[config.mk]
export PLATFORM = sky130hd
export DESIGN_NAME = pzvbus_credit_tx_flat
export DESIGN_NICKNAME = d
export VERILOG_FILES = /design/src/rtl/pzvbus_credit_tx_if.sv /design/src/rtl/pzvbus_credit_tx.sv /design/src/flat_wrapper.sv
export SDC_FILE = /design/constraint.sdc
export NUM_CORES = 1
export LEC_CHECK = 0
export ABC_CLOCK_PERIOD_IN_PS = 2600
export CORE_AREA = 10 10 77 79
export DETAILED_ROUTE_END_ITERATION = 12
export DIE_AREA = 0 0 87 89
export MAX_ROUTING_LAYER = met4
export PLACE_DENSITY = 0.75
export SYNTH_ARGS = -nofsm -noshare
export SYNTH_HDL_FRONTEND = slang
export SYNTH_SLANG_ARGS = --single-unit
export TNS_END_PERCENT = 10
[constraint.sdc]
create_clock -name i_clk -period 2.6 [get_ports i_clk]
set_clock_uncertainty 0.05 [all_clocks]
set_input_delay 0.65 -clock i_clk [delete_from_list [all_inputs] [get_ports i_clk]]
set_output_delay 0.65 -clock i_clk [all_outputs]
set_load 0.05 [all_outputs]
[src/rtl/pzvbus_credit_tx_if.sv]
// pzvbus credit transmitter bus bundle: upstream ready/valid side plus downstream pzvbus link.
// Signal names are from the transmitter's point of view.
interface pzvbus_credit_tx_if #(
  parameter int unsigned PAYLOAD_WIDTH = 32
);
  logic                     i_valid;
  logic                     o_ready;
  logic [PAYLOAD_WIDTH-1:0] i_payload;
  logic                     o_valid;
  logic [PAYLOAD_WIDTH-1:0] o_payload;
  logic                     i_credit_return;

  // Transmitter side.
  modport slave (
    input  i_valid,
    input  i_payload,
    input  i_credit_return,
    output o_ready,
    output o_valid,
    output o_payload
  );

  // Environment side: upstream source plus remote receiver.
  modport master (
    output i_valid,
    output i_payload,
    output i_credit_return,
    input  o_ready,
    input  o_valid,
    input  o_payload
  );
endinterface

[src/rtl/pzvbus_credit_tx.sv]
// Credit-based pzvbus transmitter: forwards upstream beats only while a credit is held,
// so the remote FIFO of depth CREDITS can never overflow.
module pzvbus_credit_tx #(
  parameter int unsigned CREDITS       = 8,
  parameter int unsigned PAYLOAD_WIDTH = 32,
  parameter bit          CLEAR_DATA    = 1'b0,
  localparam int unsigned CW           = $clog2(CREDITS + 1)
) (
  input  logic                     i_clk,
  input  logic                     i_rst,
  input  logic                     i_clear,
  pzvbus_credit_tx_if.slave        bus,
  output logic [CW-1:0]            o_credit_count,
  output logic                     o_idle,
  output logic                     o_credit_error
);

  localparam logic [CW-1:0] MaxCnt = CW'(CREDITS);

  logic [CW-1:0]            cnt_q, cnt_d;
  logic                     valid_q, valid_d;
  logic [PAYLOAD_WIDTH-1:0] payload_q, payload_d;
  logic                     err_q, err_d;
  logic                     ready;
  logic                     fire;
  logic                     ret;

  // Ready comes from the counter register only; a return never bypasses into it.
  assign ready = (cnt_q != '0);
  assign fire  = bus.i_valid & ready;
  assign ret   = bus.i_credit_return;

  always_comb begin
    cnt_d = cnt_q;
    unique case ({fire, ret})
      2'b10:   cnt_d = cnt_q - CW'(1);
      2'b01:   cnt_d = (cnt_q == MaxCnt) ? cnt_q : cnt_q + CW'(1);
      default: cnt_d = cnt_q;
    endcase
  end

  always_comb begin
    err_d     = err_q | (ret & ~fire & (cnt_q == MaxCnt));
    valid_d   = fire;
    payload_d = payload_q;
    if (fire) begin
      payload_d = bus.i_payload;
    end else if (CLEAR_DATA) begin
      payload_d = '0;
    end
  end

  // Soft clear behaves exactly like reset and discards any concurrent fire/return.
  always_ff @(posedge i_clk) begin
    if (i_rst || i_clear) begin
      cnt_q     <= MaxCnt;
      valid_q   <= 1'b0;
      payload_q <= '0;
      err_q     <= 1'b0;
    end else begin
      cnt_q     <= cnt_d;
      valid_q   <= valid_d;
      payload_q <= payload_d;
      err_q     <= err_d;
    end
  end

  assign bus.o_ready     = ready;
  assign bus.o_valid     = valid_q;
  assign bus.o_payload   = payload_q;
  assign o_credit_count  = cnt_q;
  assign o_credit_error  = err_q;
  assign o_idle          = (cnt_q == MaxCnt) & ~valid_q;

endmodule
[src/flat_wrapper.sv]
// flat-port wrapper written by rule: the top's interface ports become plain ports
module pzvbus_credit_tx_flat 
#(
  parameter int unsigned CREDITS       = 8,
  parameter int unsigned PAYLOAD_WIDTH = 32,
  parameter bit          CLEAR_DATA    = 1'b0,
  localparam int unsigned CW           = $clog2(CREDITS + 1)
)
  (i_clk, i_rst, i_clear, o_credit_count, o_idle, o_credit_error, bus_i_valid, bus_i_payload, bus_i_credit_return, bus_o_ready, bus_o_valid, bus_o_payload);
  pzvbus_credit_tx_if #(.PAYLOAD_WIDTH(PAYLOAD_WIDTH)) bus_i ();
  input  logic i_clk;
  input  logic i_rst;
  input  logic i_clear;
  output logic [CW-1:0] o_credit_count;
  output logic o_idle;
  output logic o_credit_error;
  input wire logic [$bits(bus_i.i_valid)-1:0] bus_i_valid;
  input wire logic [$bits(bus_i.i_payload)-1:0] bus_i_payload;
  input wire logic [$bits(bus_i.i_credit_return)-1:0] bus_i_credit_return;
  output wire logic [$bits(bus_i.o_ready)-1:0] bus_o_ready;
  output wire logic [$bits(bus_i.o_valid)-1:0] bus_o_valid;
  output wire logic [$bits(bus_i.o_payload)-1:0] bus_o_payload;
  assign bus_i.i_valid = bus_i_valid;
  assign bus_i.i_payload = bus_i_payload;
  assign bus_i.i_credit_return = bus_i_credit_return;
  assign bus_o_ready = bus_i.o_ready;
  assign bus_o_valid = bus_i.o_valid;
  assign bus_o_payload = bus_i.o_payload;
  pzvbus_credit_tx #(.CREDITS(CREDITS), .PAYLOAD_WIDTH(PAYLOAD_WIDTH), .CLEAR_DATA(CLEAR_DATA)) u_core (.i_clk(i_clk), .i_rst(i_rst), .i_clear(i_clear), .bus(bus_i), .o_credit_count(o_credit_count), .o_idle(o_idle), .o_credit_error(o_credit_error));
endmodule
Yosys cells after proc, flatten, opt, wreduce, memory -nomap -nowiden
Index checks and enable logic that the tools add are counted.

$add $sub $neg: 2. Eq/ne operators: 4. Mux-type cells: 2. Bitwise gates (word level): 7. Reductions and logical operators: 4.

Operator list (count): case mux 4 bit (2 select lines) (1); adder 4 x 1 -> 4 bit (second input constant) (1); AND 1 bit (4); == test 4 bit (second input constant) (1); two-way mux 4 bit (1); nonzero test 4 bit (1); subtractor 4 x 1 -> 4 bit (second input constant) (1); == test 2 x 1 -> 1 bit (second input constant) (1); == test 2 bit (second input constant) (1); inequality test 2 bit (second input constant) (1); inverter 1 bit (2); AND reduction 2 bit (1); nonzero test 2 bit (1); logical OR 1 bit (1); bitwise OR 1 bit (1).

Bits in registers: 38. Output and inout bits: 40.

Longest topological paths before layout
Word-level depth: 6. Gate-level depth with buffers: 9. Depth with buffers taken out: 8.

Least setup slack after synthesis
No wires, ideal clock.

Path type: flip-flop to flip-flop. Start point: reg u_core.cnt_q[0], in the netlist u_core.o_credit_count[0]. End point: reg u_core.cnt_q[3], in the netlist u_core.o_credit_count[3]. Arrival time: 2.732 ns. Slack: -0.306 ns. Cell stages (with the launch flop): 10. Buffers on the path: 1. Clock period less this slack: 2.906 ns. Path through: dfxtp_1 -> or3_1 -> o21ai_4 -> buf_6 -> nand2_1 -> ha_1 -> a21o_1 -> a21o_1 -> a22o_1 -> a2111o_1.

Longest elaborated chain between the ends: 5.

Ends and longest elaborated chain: start: declaration (RTL line pzvbus_credit_tx.sv:20) `logic [CW-1:0] cnt_q, cnt_d;`; start signal: assignment (RTL line pzvbus_credit_tx.sv:56) `cnt_q <= MaxCnt;`; start signal: assignment (RTL line pzvbus_credit_tx.sv:61) `cnt_q <= cnt_d;`; parallel branches: the longest is 5 deep, another holds adder 4 x 1 -> 4 bit.

Parallel ways; which one is timed is not known. The select of a mux whose other input is x is not followed. A chain may end at the register's enable or synchronous reset.

Final worst setup path
Start point: in bus_i_valid. End point: reg u_core.cnt_q[3], in the netlist u_core.o_credit_count[3].

Longest elaborated chain between the ends: 4.

Ends and longest elaborated chain: start: declaration (RTL line flat_wrapper.sv:17) `input wire logic [$bits(bus_i.i_valid)-1:0] bus_i_valid;`; AND 1 bit * (RTL line pzvbus_credit_tx.sv:30) `assign fire = bus.i_valid & ready;`; == test 2 x 1 -> 1 bit or == test 2 bit (tied branches) (RTL line pzvbus_credit_tx.sv:35) `unique case ({fire, ret})`; inequality test 2 bit (no line) or nonzero test 2 bit (tied branches); AND reduction 2 bit (no line).

Mark *: on every way between the ends. The rest lies on a longest branch, timed or not.

==> key figures <==
Pwr
  – Net switching fraction of the power: 30.2%
  – Leakage: 0.939 nW
  – IR Drop Worst-Case VDD: 424 uV
  – Power density cells: 593 mW/mm^2
  – Part of the power in registers: 42.8%
  – Clock network fraction of total power: 30.8%
  – Switching pwr: 439 uW
  – Tot Pwr: 1.45 mW
  – Logic pwr share: 26.4%
  – P_int: 1.01 mW

GRT
  – GRT Overall Usage: 11.7%
  – First-pass GRT wire length: 7.08 mm
  – Via count of the first global-routing pass: 1,428
  – Pin count of the biggest net entering global routing: 34
  – Global route overflow: 0
  – Initial antenna violation count: 0

Drt
  – 1st-pass router iterations: 4
  – First DRT Iteration DRCs: 53
  – Antenna Nets Post-Route: 0
  – Via Count: 1,480
  – Routed vias/inst: 4.67
  – Total routed wirelength: 4.43 mm
  – Drt drc: 0
  – WL per Instance: 14.0 um

Logic synthesis
  – Mean post-synth cell area: 8.34 um^2
  – Ys Warns: 0
  – Sequential fraction of the synthesis area: 51.2%
  – Post-synth cell types: 27
  – Syn_nets: 218
  – Count leader, synth: nand2_1
  – Post-synth top area share: 51.2%
  – Synth area leaders: dfxtp_1 51%, nand2_1 17%, a21oi_1 11%, buf_6 2.3%, xnor2_1 1.8%
  – Top cell type by total area after synthesis: dfxtp_1
  – Post-synthesis register bit count: 38
  – Async S/R FF share, synth: 0%
  – Post-Syn Area: 0.00149 mm^2
  – Primary FF master, synth: dfxtp_1
  – Post-synth EDFFs: 0
  – Synth Instances: 178
  – Commonest cells in the netlist: 66 x nand2_1, 38 x dfxtp_1, 32 x a21oi_1

Worst setup path
  – Critical Path Sink Type: flop
  – Worst R2R Setup Slack: 0.14 ns
  – CP max stage cell: clkdlybuf4s50_1
  – CP most frequent cell: a21o_1
  – Critical Path Start Type: input pin
  – CP cell instances: clkdlybuf4s50_1 -> o21ai_4 -> nand2_1 -> ha_1 -> a21o_1 -> a21o_1 -> a22o_1 -> a2111o_1
  – Worst path required time: 2.73 ns
  – Worst-path maximum fanout: 3
  – Delay-heaviest family, CP: compound AO/OA/AOI/OAI gates
  – Worst EP arrival: 2.60 ns
  – Critical path class: input pin to flop
  – Worst path bufs/invs: 1
  – Slowest stage delay, CP: 0.53 ns

Timing
  – Final min period: 2.47 ns
  – Period utilisation layout: 94.9%
  – Final worst slack: 0.132 ns
  – Total negative slack: 0 ns
  – Slew headroom: 65.5%
  – Final setup viols: 0
  – Fin. max-slew vios: 0
  – Min Hold Slack: 0.403 ns
  – Max Clk Rate: 0.405 GHz
  – RSZ-0062 raised after global routing: false
  – Final Hold Fails: 0
  – Worst-Margin Slew: 0.516 ns

Min path
  – Worst hold path class: flop to flop

Clock tree
  – Htree depth: 2
  – CTS tree: done
  – CTS resizes: 0
  – Deepest clock path buffer count: 2
  – Post-CTS Setup Inserts: 0
  – CTS Hold Buffers Added: 0
  – CTS buffer count: 5
  – Clock Latency Late Sink: 0.28 ns
  – Worst-path clk slew: 0.08 ns
  – CTS root buffer: clkbuf_8
  – Sink Count: 38

Layout
  – Antenna cell count: 0
  – Nets: 302
  – Final Non-Filler Cells: 317
  – Fin util: 54.0%
  – Area Growth Syn to Fin: 64.9%
  – Final Cell Area: 0.00245 mm^2
  – Share of layout cells above drive strength 1: 11.0%

Placed design
  – Placed cell areas: 0.00234 mm^2
  – Post-DP HPWL: 3.27 mm
  – Place WS: -0.166 ns
  – IO buf count: 76
  – Routability congestion estimate: 0.857
  – Dpl cells: 309

Run status
  – Status: completed

Floorplanning
  – Area of the die: 0.00774 mm^2
  – Initial Util: 32.7%
  – Die H: 89 um
  – I/O pin cnt: 77
  – Die Wd: 87 um
  – Core region area: 0.00454 mm^2
  – Site row count: 25

Run
  – Max-cap violations: 0
==> state kept, by name (all words and copies together) (netlist names) <==
| name | flops |
|---|---|
| u_core.bus.o_payload | 32 |
| u_core.o_credit_count | 4 |
| u_core.bus.o_valid | 1 |
| u_core.o_credit_error | 1 |
==> power by group through the flow <==
| stage | sequential [mW] | combinational (mW) | clock (mW) |
|---|---|---|---|
| global placement | 0.634 | 0.382 | 0 |
| CTS | 0.621 | 0.387 | 0.463 |
| global route | 0.624 | 0.413 | 0.498 |
| detailed placement | 0.635 | 0.385 | 0 |
| finish | 0.621 | 0.384 | 0.447 |
| floorplan | 0.720 | 0.143 | 0 |
==> worst paths after layout <==
path	start	to	cells after the start
max	bus_i_valid	u_core.o_credit_count[3]	8
min	u_core.bus.o_payload[23]	u_core.bus.o_payload[23]	2
max reg2reg	u_core.o_credit_count[0]	u_core.o_credit_count[3]	8
min reg2reg	u_core.bus.o_payload[23]	u_core.bus.o_payload[23]	2
==> layout by cell type, fill, tap and decap left out, types with 2 or more instances in the layout <==
cell type	count
dfxtp_2	2
ha_1	2
nor3_1	2
dfxtp_1	35
a21o_1	2
clkbuf_8	5
nand2_1	66
clkdlybuf4s50_1	74
clkinv_2	2
buf_4	13
a211oi_1	2
nor2_1	6
xnor2_1	3
a21oi_1	32
==> tightest hold or removal path: stages, from the launching register on <==
cell and delay [ns]:
dfxtp_1 0.31, nand2_1 0.05, a21oi_1 0.05
==> per-layer routing <==
layer	vias up	wire length (um)	global-route usage [%]
met5	-	0	-
met4	0	23	4.42
met3	4	463	5.93
met2	57	2030	17.2
met1	663	1910	13.3
li1	756	-	-
==> cell type report <==
cell class,instances,area [um^2]
Multi-Input combinational cell,129,668
Clock buffer,6,93.8
Sequential cell,38,767
Tap cell,54,67.6
Clock inverter,2,10.0
Inverter,1,3.75
Timing Repair Buffer,87,838
Fill cell,440,2090
==> logic make-up after synthesis <==
family	share of synthesized area (%)
fa+ha+maj	3.03
compound gates	18.4
buf+inv	4.38
simple gates	20.6
mux	0.674
xor+xnor	1.77
flops	51.2
No activity file was read; power rests on OpenSTA's default activity.
